<file path="config.mk">
export PLATFORM = sky130hd
export DESIGN_NAME = dma_axi_arb_flat
export DESIGN_NICKNAME = d
export VERILOG_FILES = /design/src/rtl/dma_axi_arb_if.sv /design/src/rtl/dma_axi_arb.sv /design/src/flat_wrapper.sv
export SDC_FILE = /design/constraint.sdc
export NUM_CORES = 1
export LEC_CHECK = 0
export CAP_MARGIN = 5
export CORE_AREA = 4 4 214 216
export DETAILED_ROUTE_END_ITERATION = 8
export DIE_AREA = 0 0 218 220
export HOLD_SLACK_MARGIN = 0.06
export SLEW_MARGIN = 5
export SYNTH_ARGS = -nofsm -noshare
export SYNTH_HDL_FRONTEND = slang
export SYNTH_SLANG_ARGS = --single-unit
</file>
<file path="constraint.sdc">
create_clock -name clk -period 2.2 [get_ports clk]
set_input_delay 0.33 -clock clk [delete_from_list [all_inputs] [get_ports clk]]
set_output_delay 0.33 -clock clk [all_outputs]
set_load 0.05 [all_outputs]
</file>
<file path="src/rtl/dma_axi_arb_if.sv">
// Bundle of the burst command, write/read beat, DMA handshake and memory mux signals
// exchanged between the AXI front-end, the arbiter and the DMA/AXI memory mux.
interface dma_axi_arb_if #(
  parameter int ADDRWIDTH = 11,
  parameter int NUMLANES  = 8,
  parameter int WIDTH     = 16,
  parameter int LENW      = 8
);
  logic                        cmd_valid;
  logic                        cmd_ready;
  logic                        cmd_write;
  logic [ADDRWIDTH-1:0]        cmd_addr;
  logic [LENW-1:0]             cmd_len;
  logic                        wvalid;
  logic                        wready;
  logic [NUMLANES*WIDTH-1:0]   wdata;
  logic                        rvalid;
  logic [NUMLANES*WIDTH-1:0]   rdata;
  logic                        rlast;
  logic                        dma_pending;
  logic                        dma_stall;
  logic                        axi_req_en;
  logic                        axi_req_type;
  logic [ADDRWIDTH-1:0]        axi_addr;
  logic [NUMLANES*WIDTH-1:0]   axi_data;
  logic [NUMLANES*WIDTH-1:0]   mem_readdata;
  logic                        busy;

  modport slave (
    input  cmd_valid, cmd_write, cmd_addr, cmd_len, wvalid, wdata, dma_pending, mem_readdata,
    output cmd_ready, wready, rvalid, rdata, rlast, dma_stall, axi_req_en, axi_req_type,
           axi_addr, axi_data, busy
  );

  modport master (
    output cmd_valid, cmd_write, cmd_addr, cmd_len, wvalid, wdata, dma_pending, mem_readdata,
    input  cmd_ready, wready, rvalid, rdata, rlast, dma_stall, axi_req_en, axi_req_type,
           axi_addr, axi_data, busy
  );
endinterface

</file>
<file path="src/rtl/dma_axi_arb.sv">
// AXI burst sequencer for the lane-banked vector memory: issues one beat per cycle, stalls DMA
// on AXI beats and yields one slot after MAXRUN contended beats. Optional: DMA_AXI_ARB_STATS_EN.
module dma_axi_arb #(
  parameter int ADDRWIDTH = 11,
  parameter int NUMLANES  = 8,
  parameter int WIDTH     = 16,
  parameter int LENW      = 8,
  parameter int MAXRUN    = 4,
  parameter int RDLAT     = 1
) (
  input  logic         clk,
  input  logic         resetn,
  dma_axi_arb_if.slave bus
`ifdef DMA_AXI_ARB_STATS_EN
  ,
  output logic [15:0]  stat_beats,
  output logic [15:0]  stat_yields
`endif
);
  // state | meaning
  // IDLE  | waiting for a burst command, cmd_ready=1
  // RUN   | issuing beats; write beats gated by wvalid
  // YIELD | single cycle handed to DMA after MAXRUN contended beats

  localparam int DW   = NUMLANES * WIDTH;
  localparam int RUNW = (MAXRUN > 1) ? $clog2(MAXRUN) : 1;

  typedef enum logic [1:0] {IDLE, RUN, YIELD} state_t;

  state_t               state_q, state_d;
  logic                 write_q;
  logic [ADDRWIDTH-1:0] base_q;
  logic [LENW-1:0]      len_q;
  logic [LENW:0]        beat_q;
  logic [RUNW-1:0]      run_q;
  logic [RDLAT-1:0]     rd_vld_q;
  logic [RDLAT-1:0]     rd_last_q;

  logic        accept, fire, last_beat, yield_now;
  logic [31:0] beat_off;

  assign accept    = (state_q == IDLE) && bus.cmd_valid;
  assign fire      = (state_q == RUN) && (!write_q || bus.wvalid);
  assign last_beat = (beat_q == {1'b0, len_q});
  // The last beat never yields: the burst ends there and DMA gets the memory anyway.
  assign yield_now = fire && !last_beat && bus.dma_pending && (run_q == RUNW'(MAXRUN - 1));
  assign beat_off  = 32'(beat_q) * NUMLANES;

  always_comb begin
    state_d          = state_q;
    bus.cmd_ready    = 1'b0;
    bus.wready       = 1'b0;
    bus.axi_req_en   = 1'b0;
    bus.axi_req_type = 1'b0;
    bus.axi_addr     = '0;
    bus.dma_stall    = 1'b0;
    case (state_q)
      IDLE: begin
        bus.cmd_ready = 1'b1;
        if (bus.cmd_valid) state_d = RUN;
      end
      RUN: begin
        bus.wready       = write_q;
        bus.axi_req_en   = fire;
        bus.axi_req_type = write_q;
        bus.axi_addr     = base_q + beat_off[ADDRWIDTH-1:0];
        bus.dma_stall    = fire;
        if (fire && last_beat) state_d = IDLE;
        else if (yield_now)    state_d = YIELD;
      end
      YIELD: state_d = RUN;
      default: state_d = IDLE;
    endcase
  end

  assign bus.axi_data = bus.wdata;
  assign bus.rvalid   = rd_vld_q[RDLAT-1];
  assign bus.rlast    = rd_vld_q[RDLAT-1] & rd_last_q[RDLAT-1];
  assign bus.rdata    = rd_vld_q[RDLAT-1] ? bus.mem_readdata : {DW{1'b0}};
  assign bus.busy     = (state_q != IDLE) || (|rd_vld_q);

  always_ff @(posedge clk or negedge resetn) begin
    if (!resetn) begin
      state_q   <= IDLE;
      write_q   <= 1'b0;
      base_q    <= '0;
      len_q     <= '0;
      beat_q    <= '0;
      run_q     <= '0;
      rd_vld_q  <= '0;
      rd_last_q <= '0;
    end else begin
      state_q <= state_d;
      if (accept) begin
        write_q <= bus.cmd_write;
        base_q  <= bus.cmd_addr;
        len_q   <= bus.cmd_len;
        beat_q  <= '0;
        run_q   <= '0;
      end else if (fire) begin
        beat_q <= beat_q + 1'b1;
        if (!bus.dma_pending || yield_now) run_q <= '0;
        else                               run_q <= run_q + 1'b1;
      end else if (!bus.dma_pending) begin
        run_q <= '0;
      end
      rd_vld_q[0]  <= fire && !write_q;
      rd_last_q[0] <= fire && !write_q && last_beat;
      for (int i = 1; i < RDLAT; i++) begin
        rd_vld_q[i]  <= rd_vld_q[i-1];
        rd_last_q[i] <= rd_last_q[i-1];
      end
    end
  end

`ifdef DMA_AXI_ARB_STATS_EN
  always_ff @(posedge clk or negedge resetn) begin
    if (!resetn) begin
      stat_beats  <= '0;
      stat_yields <= '0;
    end else begin
      if (fire && stat_beats != 16'hFFFF)       stat_beats  <= stat_beats + 1'b1;
      if (yield_now && stat_yields != 16'hFFFF) stat_yields <= stat_yields + 1'b1;
    end
  end
`endif

endmodule

</file>
<file path="src/flat_wrapper.sv">
// flat-port wrapper written by rule: the top's interface ports become plain ports
module dma_axi_arb_flat 
#(
  parameter int ADDRWIDTH = 11,
  parameter int NUMLANES  = 8,
  parameter int WIDTH     = 16,
  parameter int LENW      = 8,
  parameter int MAXRUN    = 4,
  parameter int RDLAT     = 1
)
  (clk, resetn, bus_cmd_valid, bus_cmd_write, bus_cmd_addr, bus_cmd_len, bus_wvalid, bus_wdata, bus_dma_pending, bus_mem_readdata, bus_cmd_ready, bus_wready, bus_rvalid, bus_rdata, bus_rlast, bus_dma_stall, bus_axi_req_en, bus_axi_req_type, bus_axi_addr, bus_axi_data, bus_busy);
  dma_axi_arb_if #(.ADDRWIDTH(ADDRWIDTH), .NUMLANES(NUMLANES), .WIDTH(WIDTH), .LENW(LENW)) bus_i ();
  input  logic clk;
  input  logic resetn;
  input wire logic [$bits(bus_i.cmd_valid)-1:0] bus_cmd_valid;
  input wire logic [$bits(bus_i.cmd_write)-1:0] bus_cmd_write;
  input wire logic [$bits(bus_i.cmd_addr)-1:0] bus_cmd_addr;
  input wire logic [$bits(bus_i.cmd_len)-1:0] bus_cmd_len;
  input wire logic [$bits(bus_i.wvalid)-1:0] bus_wvalid;
  input wire logic [$bits(bus_i.wdata)-1:0] bus_wdata;
  input wire logic [$bits(bus_i.dma_pending)-1:0] bus_dma_pending;
  input wire logic [$bits(bus_i.mem_readdata)-1:0] bus_mem_readdata;
  output wire logic [$bits(bus_i.cmd_ready)-1:0] bus_cmd_ready;
  output wire logic [$bits(bus_i.wready)-1:0] bus_wready;
  output wire logic [$bits(bus_i.rvalid)-1:0] bus_rvalid;
  output wire logic [$bits(bus_i.rdata)-1:0] bus_rdata;
  output wire logic [$bits(bus_i.rlast)-1:0] bus_rlast;
  output wire logic [$bits(bus_i.dma_stall)-1:0] bus_dma_stall;
  output wire logic [$bits(bus_i.axi_req_en)-1:0] bus_axi_req_en;
  output wire logic [$bits(bus_i.axi_req_type)-1:0] bus_axi_req_type;
  output wire logic [$bits(bus_i.axi_addr)-1:0] bus_axi_addr;
  output wire logic [$bits(bus_i.axi_data)-1:0] bus_axi_data;
  output wire logic [$bits(bus_i.busy)-1:0] bus_busy;
  assign bus_i.cmd_valid = bus_cmd_valid;
  assign bus_i.cmd_write = bus_cmd_write;
  assign bus_i.cmd_addr = bus_cmd_addr;
  assign bus_i.cmd_len = bus_cmd_len;
  assign bus_i.wvalid = bus_wvalid;
  assign bus_i.wdata = bus_wdata;
  assign bus_i.dma_pending = bus_dma_pending;
  assign bus_i.mem_readdata = bus_mem_readdata;
  assign bus_cmd_ready = bus_i.cmd_ready;
  assign bus_wready = bus_i.wready;
  assign bus_rvalid = bus_i.rvalid;
  assign bus_rdata = bus_i.rdata;
  assign bus_rlast = bus_i.rlast;
  assign bus_dma_stall = bus_i.dma_stall;
  assign bus_axi_req_en = bus_i.axi_req_en;
  assign bus_axi_req_type = bus_i.axi_req_type;
  assign bus_axi_addr = bus_i.axi_addr;
  assign bus_axi_data = bus_i.axi_data;
  assign bus_busy = bus_i.busy;
  dma_axi_arb #(.ADDRWIDTH(ADDRWIDTH), .NUMLANES(NUMLANES), .WIDTH(WIDTH), .LENW(LENW), .MAXRUN(MAXRUN), .RDLAT(RDLAT)) u_core (.clk(clk), .resetn(resetn), .bus(bus_i));
endmodule
</file>
==> results of run 1 <==
==> area by class of cell <==
class | count | area, sq um
fillers | 4862 | 35800
inverters | 3 | 11.3
clock inverters | 3 | 23.8
well taps | 592 | 741
multi-input cells | 267 | 1970
flip-flops and latches | 35 | 880
clock buffers | 5 | 125
repair buffers | 319 | 4350
diodes | 7 | 17.5
==> worst max-delay path by stage <==
stage | depth (start not counted) | slack [ns] | to | start
2_1_floorplan | 5 | -0.01 | bus_axi_addr[8] | u_core.beat_q[1]
6_report | 6 | -0.15 | bus_axi_addr[8] | u_core.beat_q[1]
4_1_cts | 7 | -0.16 | bus_axi_addr[10] | u_core.beat_q[1]
3_5_place_dp | 7 | -0.02 | bus_axi_addr[9] | u_core.beat_q[0]
3_3_place_gp | 6 | 0.003 | bus_axi_addr[8] | u_core.base_q[4]
5_1_grt | 8 | -0.25 | bus_axi_addr[7] | u_core.base_q[3]
==> worst register-to-register path: cells and delay by family (launching register included) <==
family	cells	cell delay, ns
simple gates	2	0.61
flops	1	0.38
compound gates	1	0.29
buf+inv	1	0.16
xor+xnor	1	0.15
==> Yosys cell counts, types with 2 or more instances <==
| cell type | number | area [sq um] |
|---|---|---|
| a211oi_1 | 3 | 22.5 |
| a21o_1 | 2 | 15.0 |
| a21oi_1 | 5 | 25.0 |
| a31oi_1 | 2 | 12.5 |
| and2_1 | 136 | 851 |
| buf_2 | 4 | 20.0 |
| buf_4 | 131 | 983 |
| clkbuf_1 | 15 | 56.3 |
| dfrtp_1 | 35 | 876 |
| ha_1 | 9 | 113 |
| inv_1 | 3 | 11.3 |
| mux2_2 | 20 | 225 |
| nand2_1 | 11 | 41.3 |
| nand2b_1 | 3 | 18.8 |
| nand3_1 | 3 | 15.0 |
| nand3b_1 | 3 | 22.5 |
| nand4_1 | 4 | 25.0 |
| nor2_1 | 10 | 37.5 |
| nor3_1 | 2 | 10.0 |
| nor3b_1 | 5 | 37.5 |
| nor4b_1 | 2 | 17.5 |
| o21a_1 | 2 | 15.0 |
| o21ai_0 | 10 | 50.1 |
| or3_1 | 6 | 37.5 |
| xnor2_1 | 2 | 17.5 |
| xor2_1 | 13 | 114 |
==> power breakdown <==
group	total, mW	internal (mW)	leakage [nW]	switching [mW]
logic	11.2	5.01	2.73	6.20
clock network	0.733	0.424	0.0665	0.310
registers	1.17	0.928	0.433	0.241
total	13.1	6.37	3.23	6.75
==> repair_timing <==
| item | 4_1_cts | 5_1_grt |
|---|---|---|
| setup buffers | 3 | 1 |
| setup endpoints to repair | 5 | 6 |
| resized for setup | 9 | 5 |
| pin swaps | 6 | 3 |
| hold endpoints to repair | 0 | 0 |
==> flip-flops by register name, indices dropped and copies added (netlist names) <==
signal / flops
u_core.base_q: 11
u_core.beat_q: 9
u_core.len_q: 8
u_core.run_q: 2
u_core.state_q: 2
u_core.bus.rvalid: 1
u_core.rd_last_q: 1
u_core.write_q: 1
==> cells by family (layout without fill, tap and decap cells) <==
logic type / count (synthesis) / count (layout) / synth area share, %
AO/OA/AOI/OAI: 29 / 29 / 4.80
XOR/XNOR: 15 / 15 / 3.43
flip-flops: 35 / 35 / 22.9
AND/OR/NAND/NOR: 192 / 192 / 31.0
buffers and inverters: 154 / 330 / 28.3
multiplexers: 21 / 21 / 6.14
other: 0 / 7 / 0
adder cells (fa/ha/maj): 10 / 10 / 3.46
==> routing by layer <==
metal | global-route usage (%) | vias to the layer above
met5 | 1.04 | -
met4 | 1.90 | 22
met3 | 8.54 | 34
met2 | 16.1 | 396
met1 | 9.96 | 1730
li1 | - | 1697
==> results by group, run 1 <==
Run status
  – Outcome: complete, but fails checks
  – Failing checks: setup timing

STA
  – Hold slack final: 0.138 ns
  – RSZ-0062 raised after global routing: yes
  – Minimum clock period: 2.35 ns
  – Max Transition Viols Final: 0
  – Final worst slack: -0.147 ns
  – Setup TNS: -0.656 ns
  – Final hold viol count: 0
  – Setup violators final: 5
  – Max-Slew Margin vs Limit: roughly 46%
  – Final worst-path cycle share: 107%
  – Worst slew pin tran: roughly 0.82 ns
  – Final Skew: around 0.0081 ns
  – Max Freq: 426 MHz

Logic synthesis
  – Cell count after synthesis: ~460
  – Seq/Total Area, Yosys: ~23%
  – Avg Cell Area, Syn: 8.40 sq um
  – Prevailing post-synth register cell: dfrtp_1
  – Syn Nets: about 750
  – Ys async rst share: between 90% and 100%
  – Post-synth design cell area: approximately 0.0038 sq mm
  – Distinct cells, synth: 41
  – EDFF count, synth: 0
  – Register bit count reported by yosys: 35
  – Synthesis warning total: 0

Clock network
  – Clock Sink Count: 35
  – Number of CTS-inserted buffers: 5
  – Clock Path Buffers: 2
  – Root Buffer: clkbuf_16
  – CTS clk-pin slew, worst paths: ~0.06 ns
  – Worst skew pair latency: 0.28 ns
  – CTS Hold Bufs: 0
  – # H-tree levels: 2
  – CTS tree: done

Worst setup path
  – Crit path cell chain: ha_1 -> a211oi_2 -> o21bai_2 -> a21oi_2 -> mux2i_4 -> buf_12
  – Critical path's largest stage delay: 0.38 ns
  – CP bufs+invs: 1
  – Critical Path AT: 2.02 ns
  – FF-to-FF Start: u_core.beat_q[1]
  – CP Capture Type: output pin
  – Critical-path maximum fanout: 2
  – Crit path kind: reg -> out
  – FF-to-FF End: u_core.state_q[0]
  – Startpoint type of the worst setup path: flip-flop
  – Reg2Reg Setup Slack: 0.50 ns
  – CP max-delay cell: dfrtp_1
  – Worst endpoint required time: roughly 1.9 ns
  – FF-to-FF path depth: 5
  – Crit-path leading delay family: compound AO/OA/AOI/OAI gates

Floorplanning
  – Die W: approximately 220 um
  – Initial Util: 8.71%
  – Die area: 0.0480 sq mm
  – Row cnt: 77
  – Ports: 556
  – CORE AREA: between 0.04 and 0.05 sq mm
  – Die height: around 220 um

Place
  – Pre-CTS setup slack: -0.0233 ns
  – DP HPWL: 22.6 mm
  – Area post-placement: about 0.008 sq mm
  – Port bufs: about 300
  – Final GP Congestion: approximately 0.8
  – Placed cells: approximately 1.2k

Layout
  – Area grow syn2layout: 112%
  – Commonest non-fill, non-tap cell in the layout: clkdlybuf4s50_1
  – Post-route cell area: just over 0.008 sq mm
  – Share of layout cells above drive strength 1: 34.3%
  – Most frequent cells in the layout: clkdlybuf4s50_1, and2_1, buf_12, buf_4, dfrtp_1
  – Non-filler cells, final: between 1k and 1.5k
  – Nets: roughly 920
  – Final Core Density: 18.5%

Routing
  – Via count: between 3k and 4k
  – Metal3 WL: between 4 and 5 mm
  – Vias per cell: 3.15
  – Post-Route M1 WL: 8.89 mm
  – Detailed Route WL: about 26 mm
  – Number of antenna-violating nets in the routed design: 0
  – WL per Instance: roughly 21 um
  – Iteration-0 DRC Markers: 170
  – Drt pass-1 iters: 4
  – DR top layer: met5
  – Met2 routed WL: 11.6 mm
  – Residual DRC: 0

Global route
  – Total track usage: 10.0%
  – Antenna violations before repair: 14
  – Largest net degree at the start of global routing: 83
  – First-pass GRT wire length: 33.5 mm
  – Overflow after GRT: 0
  – Vias in the first global route: about 4.1k

Power and ir drop
  – Leakage: 3.23 nW
  – Post-layout power: ~13 mW
  – Worst IR Drop VDD: around 0.0015 V
  – Power Density: ~1600 mW/mm^2

Hold path
  – Hold WC Path Type: in -> async

Job
  – Max_cap viols: 0
No activity file was read; power rests on OpenSTA's default activity.
==> inputs of run 2 (changes only) <==
--- a/config.mk
+++ b/config.mk
@@ -5,11 +5,13 @@
 export SDC_FILE = /design/constraint.sdc
 export NUM_CORES = 1
 export LEC_CHECK = 0
+export ABC_AREA = 1
 export CAP_MARGIN = 5
-export CORE_AREA = 4 4 214 216
+export CORE_AREA = 2 2 214 216
 export DETAILED_ROUTE_END_ITERATION = 8
-export DIE_AREA = 0 0 218 220
+export DIE_AREA = 0 0 216 218
 export HOLD_SLACK_MARGIN = 0.06
+export PLACE_DENSITY_LB_ADDON = 0.3
 export SLEW_MARGIN = 5
 export SYNTH_ARGS = -nofsm -noshare
 export SYNTH_HDL_FRONTEND = slang
==> run 2 against run 1 <==
  * The flow still finishes with violations (setup timing)
  * Register-to-register slack gained 0.20 ns
  * Utilization grew 0.092 points
  * Area after synthesis grew 5.6%
  * Non-clock buffer count is the same
  * Worst setup slack gained 0.14 ns
  * Wire length grew 19%
  * Via count grew 20%
  * Combinational power shrank 6%
  * Cell count grew 17%
  * Total power shrank 4.6%
  * Design area grew 2.7%
  * Fmax grew 6.5%
==> results by group, run 2 <==
Global route
  – Antenna violations before repair: 13 (-1)
  – Vias in the first global route: 4700 (+14%)
  – Busiest grt layer: met2
  – First-pass GRT wire length: 39.7 mm (+19%)
  – Routing usage on met3: 10.1% (+1.6 points)
  – Met1 Use GR: 11.4% (+1.4 points)
  – Total track usage: 12.2% (+2.2 points)
  – Overflow after GRT: 0 (unchanged)
  – Met2 Use GR: 21.3% (+5.1 points)
  – Largest net degree at the start of global routing: 36 (-57%)

Clock network
  – CTS clk-pin slew, worst paths: 0.06 ns (about the same)
  – # H-tree levels: 2 (unchanged)
  – Worst skew pair latency: 0.29 ns (about the same)
  – Number of CTS-inserted buffers: 5 (unchanged)
  – Clock Sink Count: 35 (unchanged)
  – Root Buffer: clkbuf_16
  – CTS tree: done
  – Clock Path Buffers: 2 (unchanged)
  – CTS Hold Bufs: 0 (unchanged)

STA
  – Max Freq: 454 MHz (+6.5%)
  – Worst slew pin tran: 0.505 ns (-0.312 ns)
  – Final worst slack: -0.00434 ns (+0.143 ns)
  – Minimum clock period: 2.20 ns (-0.143 ns)
  – RSZ-0062 raised after global routing: yes
  – Max Transition Viols Final: 0 (unchanged)
  – Final Skew: 0.00823 ns (+0.0000970 ns)
  – Final hold viol count: 0 (unchanged)
  – Final worst-path cycle share: 100% (-6.5 points)
  – Max-Slew Margin vs Limit: 66.3% (+21 points)
  – Setup violators final: 1 (-4)

Place
  – Pre-CTS setup slack: 0.153 ns (+0.177 ns)
  – Final GP Congestion: 0.823 (+2.6%)
  – Port bufs: 299 (unchanged)
  – DP HPWL: 27.1 mm (+20%)

Routing
  – Iteration-0 DRC Markers: 177 (+4.1%)
  – Detailed Route WL: 30.6 mm (+19%)
  – Residual DRC: 0 (unchanged)
  – Via count: 4638 (+20%)
  – WL per Instance: 21.2 um (+1.5%)
  – Drt pass-1 iters: 4 (unchanged)
  – Vias per cell: 3.21 (+1.9%)
  – Number of antenna-violating nets in the routed design: 0 (unchanged)

Worst setup path
  – Crit path cell chain: ha_4 -> a21oi_1 -> o211ai_1 -> buf_4 -> a21oi_2 -> buf_12
  – Crit path kind: reg -> out
  – Critical Path AT: 1.87 ns (-0.15 ns)
  – Critical path's largest stage delay: 0.41 ns (+0.03 ns)
  – Critical path origin: u_core.base_q[5]
  – Critical-path maximum fanout: 5 (+3)
  – Worst endpoint required time: 1.87 ns (about the same)
  – FF-to-FF Start: u_core.state_q[1]
  – Startpoint type of the worst setup path: flip-flop
  – Reg2Reg Setup Slack: 0.70 ns (+0.20 ns)
  – CP Capture Type: output pin
  – CP max-delay cell: dfrtp_1
  – FF-to-FF path depth: 8 (+3)
  – FF-to-FF End: u_core.state_q[0]

Job
  – Max_cap viols: 0 (unchanged)

Logic synthesis
  – Synth top area share: 24.1% (-1.5 points)
  – Ys async rst share: 100% (unchanged)
  – Post-synth design cell area: 0.00404 sq mm (+5.6%)
  – Post-synth top area cell: buf_4
  – Prevailing post-synth register cell: dfrtp_1
  – EDFF count, synth: 0 (unchanged)
  – Commonest cells in the netlist: nand2_1, inv_1, buf_4
  – Seq/Total Area, Yosys: 21.7% (-1.2 points)
  – Register bit count reported by yosys: 35 (unchanged)
  – Synthesis warning total: 0 (unchanged)
  – Syn Nets: 957 (+28%)
  – Cell count after synthesis: 666 (+46%)
  – Avg Cell Area, Syn: 6.07 sq um (-28%)
  – Distinct cells, synth: 35 (-15%)
  – Most frequent cell after synthesis: nand2_1
  – Top cells by area, synth: buf_4, dfrtp_1, nand2_1

Power and ir drop
  – Clock network fraction of design power: 5.9% (+0.3 points)
  – Power Density: 1500 mW/mm^2 (-7.1%)
  – Leakage: 4.36 nW (+35%)
  – Sw power: 6.78 mW (+0.46%)
  – Combinational Power Share: 84.1% (-1.4 points)
  – Sw Ratio: 54.2% (+2.7 points)
  – Worst IR Drop VDD: 0.00187 V (+22%)
  – Int Pwr: 5.73 mW (-10%)
  – Part of the power in registers: 10.1% (+1.2 points)
  – Post-layout power: 12.5 mW (-4.6%)

Floorplanning
  – CORE AREA: 0.0449 sq mm (+2.2%)
  – Ports: 556 (unchanged)
  – Die area: 0.0471 sq mm (-1.8%)
  – Initial Util: 9.00% (+0.29 points)
  – Die height: 218 um (-0.91%)
  – Row cnt: 78 (+1.3%)
  – Die W: 216 um (-0.92%)

Layout
  – Final Core Density: 18.6% (+0.092 points)
  – Most frequent cells in the layout: nand2_1, inv_1, clkdlybuf4s50_1, buf_12, buf_4
  – Max FFs per register: 11 (unchanged)
  – Share of layout cells above drive strength 1: 25.9% (-8.4 points)
  – Most flops, register: u_core.base_q
  – Nets: 1134 (+23%)
  – Biggest regs: u_core.base_q x11, u_core.beat_q x9, u_core.len_q x8
  – Area grow syn2layout: 106%
  – Commonest non-fill, non-tap cell in the layout: nand2_1

Run status
  – Failing checks: setup timing
  – Outcome: complete, but fails checks

Hold path
  – Hold WC Path Type: in -> async
==> run 2: changes by cell type in the layout (fill, tap and decap cells not counted), sizes merged, moves of 6 or more <==
| cell | delta |
|---|---|
| nor2 | +10 |
| inv | +162 |
| or3 | -6 |
| xor2 | -13 |
| nand3 | +11 |
| a21oi | +9 |
| diode | -6 |
| nand2 | +204 |
| o21ai | +12 |
| mux2 | -20 |
| and2 | -137 |
==> run 2: final cells by class <==
cell class / count / area [sq um]
Antenna cell: 1 / 2.50
Clock buffer: 5 / 125
Clock inverter: 3 / 23.8
Fill cell: 5075 / 36600
Inverter: 166 / 627
Multi-Input combinational cell: 316 / 1580
Sequential cell: 35 / 885
Tap cell: 600 / 751
Timing Repair Buffer: 319 / 4340
==> run 2: worst max path at each step <==
stage / slack, ns / end
2_1_floorplan: 0.003 / bus_axi_addr[6]
3_3_place_gp: 0.18 / bus_axi_addr[9]
3_5_place_dp: 0.15 / bus_axi_addr[9]
4_1_cts: 0.0004 / bus_axi_addr[10]
5_1_grt: -0.09 / bus_axi_addr[8]
6_report: -0.004 / bus_axi_addr[8]
==> run 2: layer usage <==
layer  part of all wire (%)  vias up
met2                     49      363
met3                     18       35
met5                   0.31        -
met1                     32     2092
li1                       -     2134
met4                   0.90       14
==> run 2: cell families (layout without fill, tap and decap cells) <==
family          Yosys count  in the layout  synth area share, %
simple gates            260            260                 26.5
fa+ha+maj                10             10                 3.28
flops                    35             35                 21.7
xor+xnor                  3              3                0.650
other cells               0              1                    0
buf+inv                 315            493                 41.7
compound gates           43             43                 6.19
==> run 2: critical path: cells and delay by family (launching register included) <==
family,cells,cell delay [ns]
compound gates,3,0.58
flops,1,0.41
buf+inv,2,0.32
fa+ha+maj,1,0.27
==> run 2: power groups by stage <==
stage / clock, mW / combinational, mW / sequential, mW
finish: 0.733 / 10.5 / 1.26
global route: 0.790 / 11.1 / 1.32
CTS: 0.756 / 10.5 / 1.28
detailed placement: 0 / 10.3 / 1.27
global placement: 0 / 10.3 / 1.25
floorplan: 0 / 5.99 / 1.13
==> run 2: stage by stage <==
stage               hold slack, ns  setup TNS [ns]  area [sq um]  instances
floorplan                   0.0344               0          4060        666
global placement             0.470               0          8030       1428
detailed placement           0.476               0          8030       1428
CTS                          0.499               0          8270       1439
global route                 0.517          -0.282          8330       1444
finish                       0.485        -0.00434          8340       1445
==> run 2: timing repair <==
item                                    4_1_cts  5_1_grt
setup buffers                                 3        5
gates resized for setup                      16        9
endpoints found under the setup margin        5        7
gates cloned                                  0        0
pin swaps                                     5        7
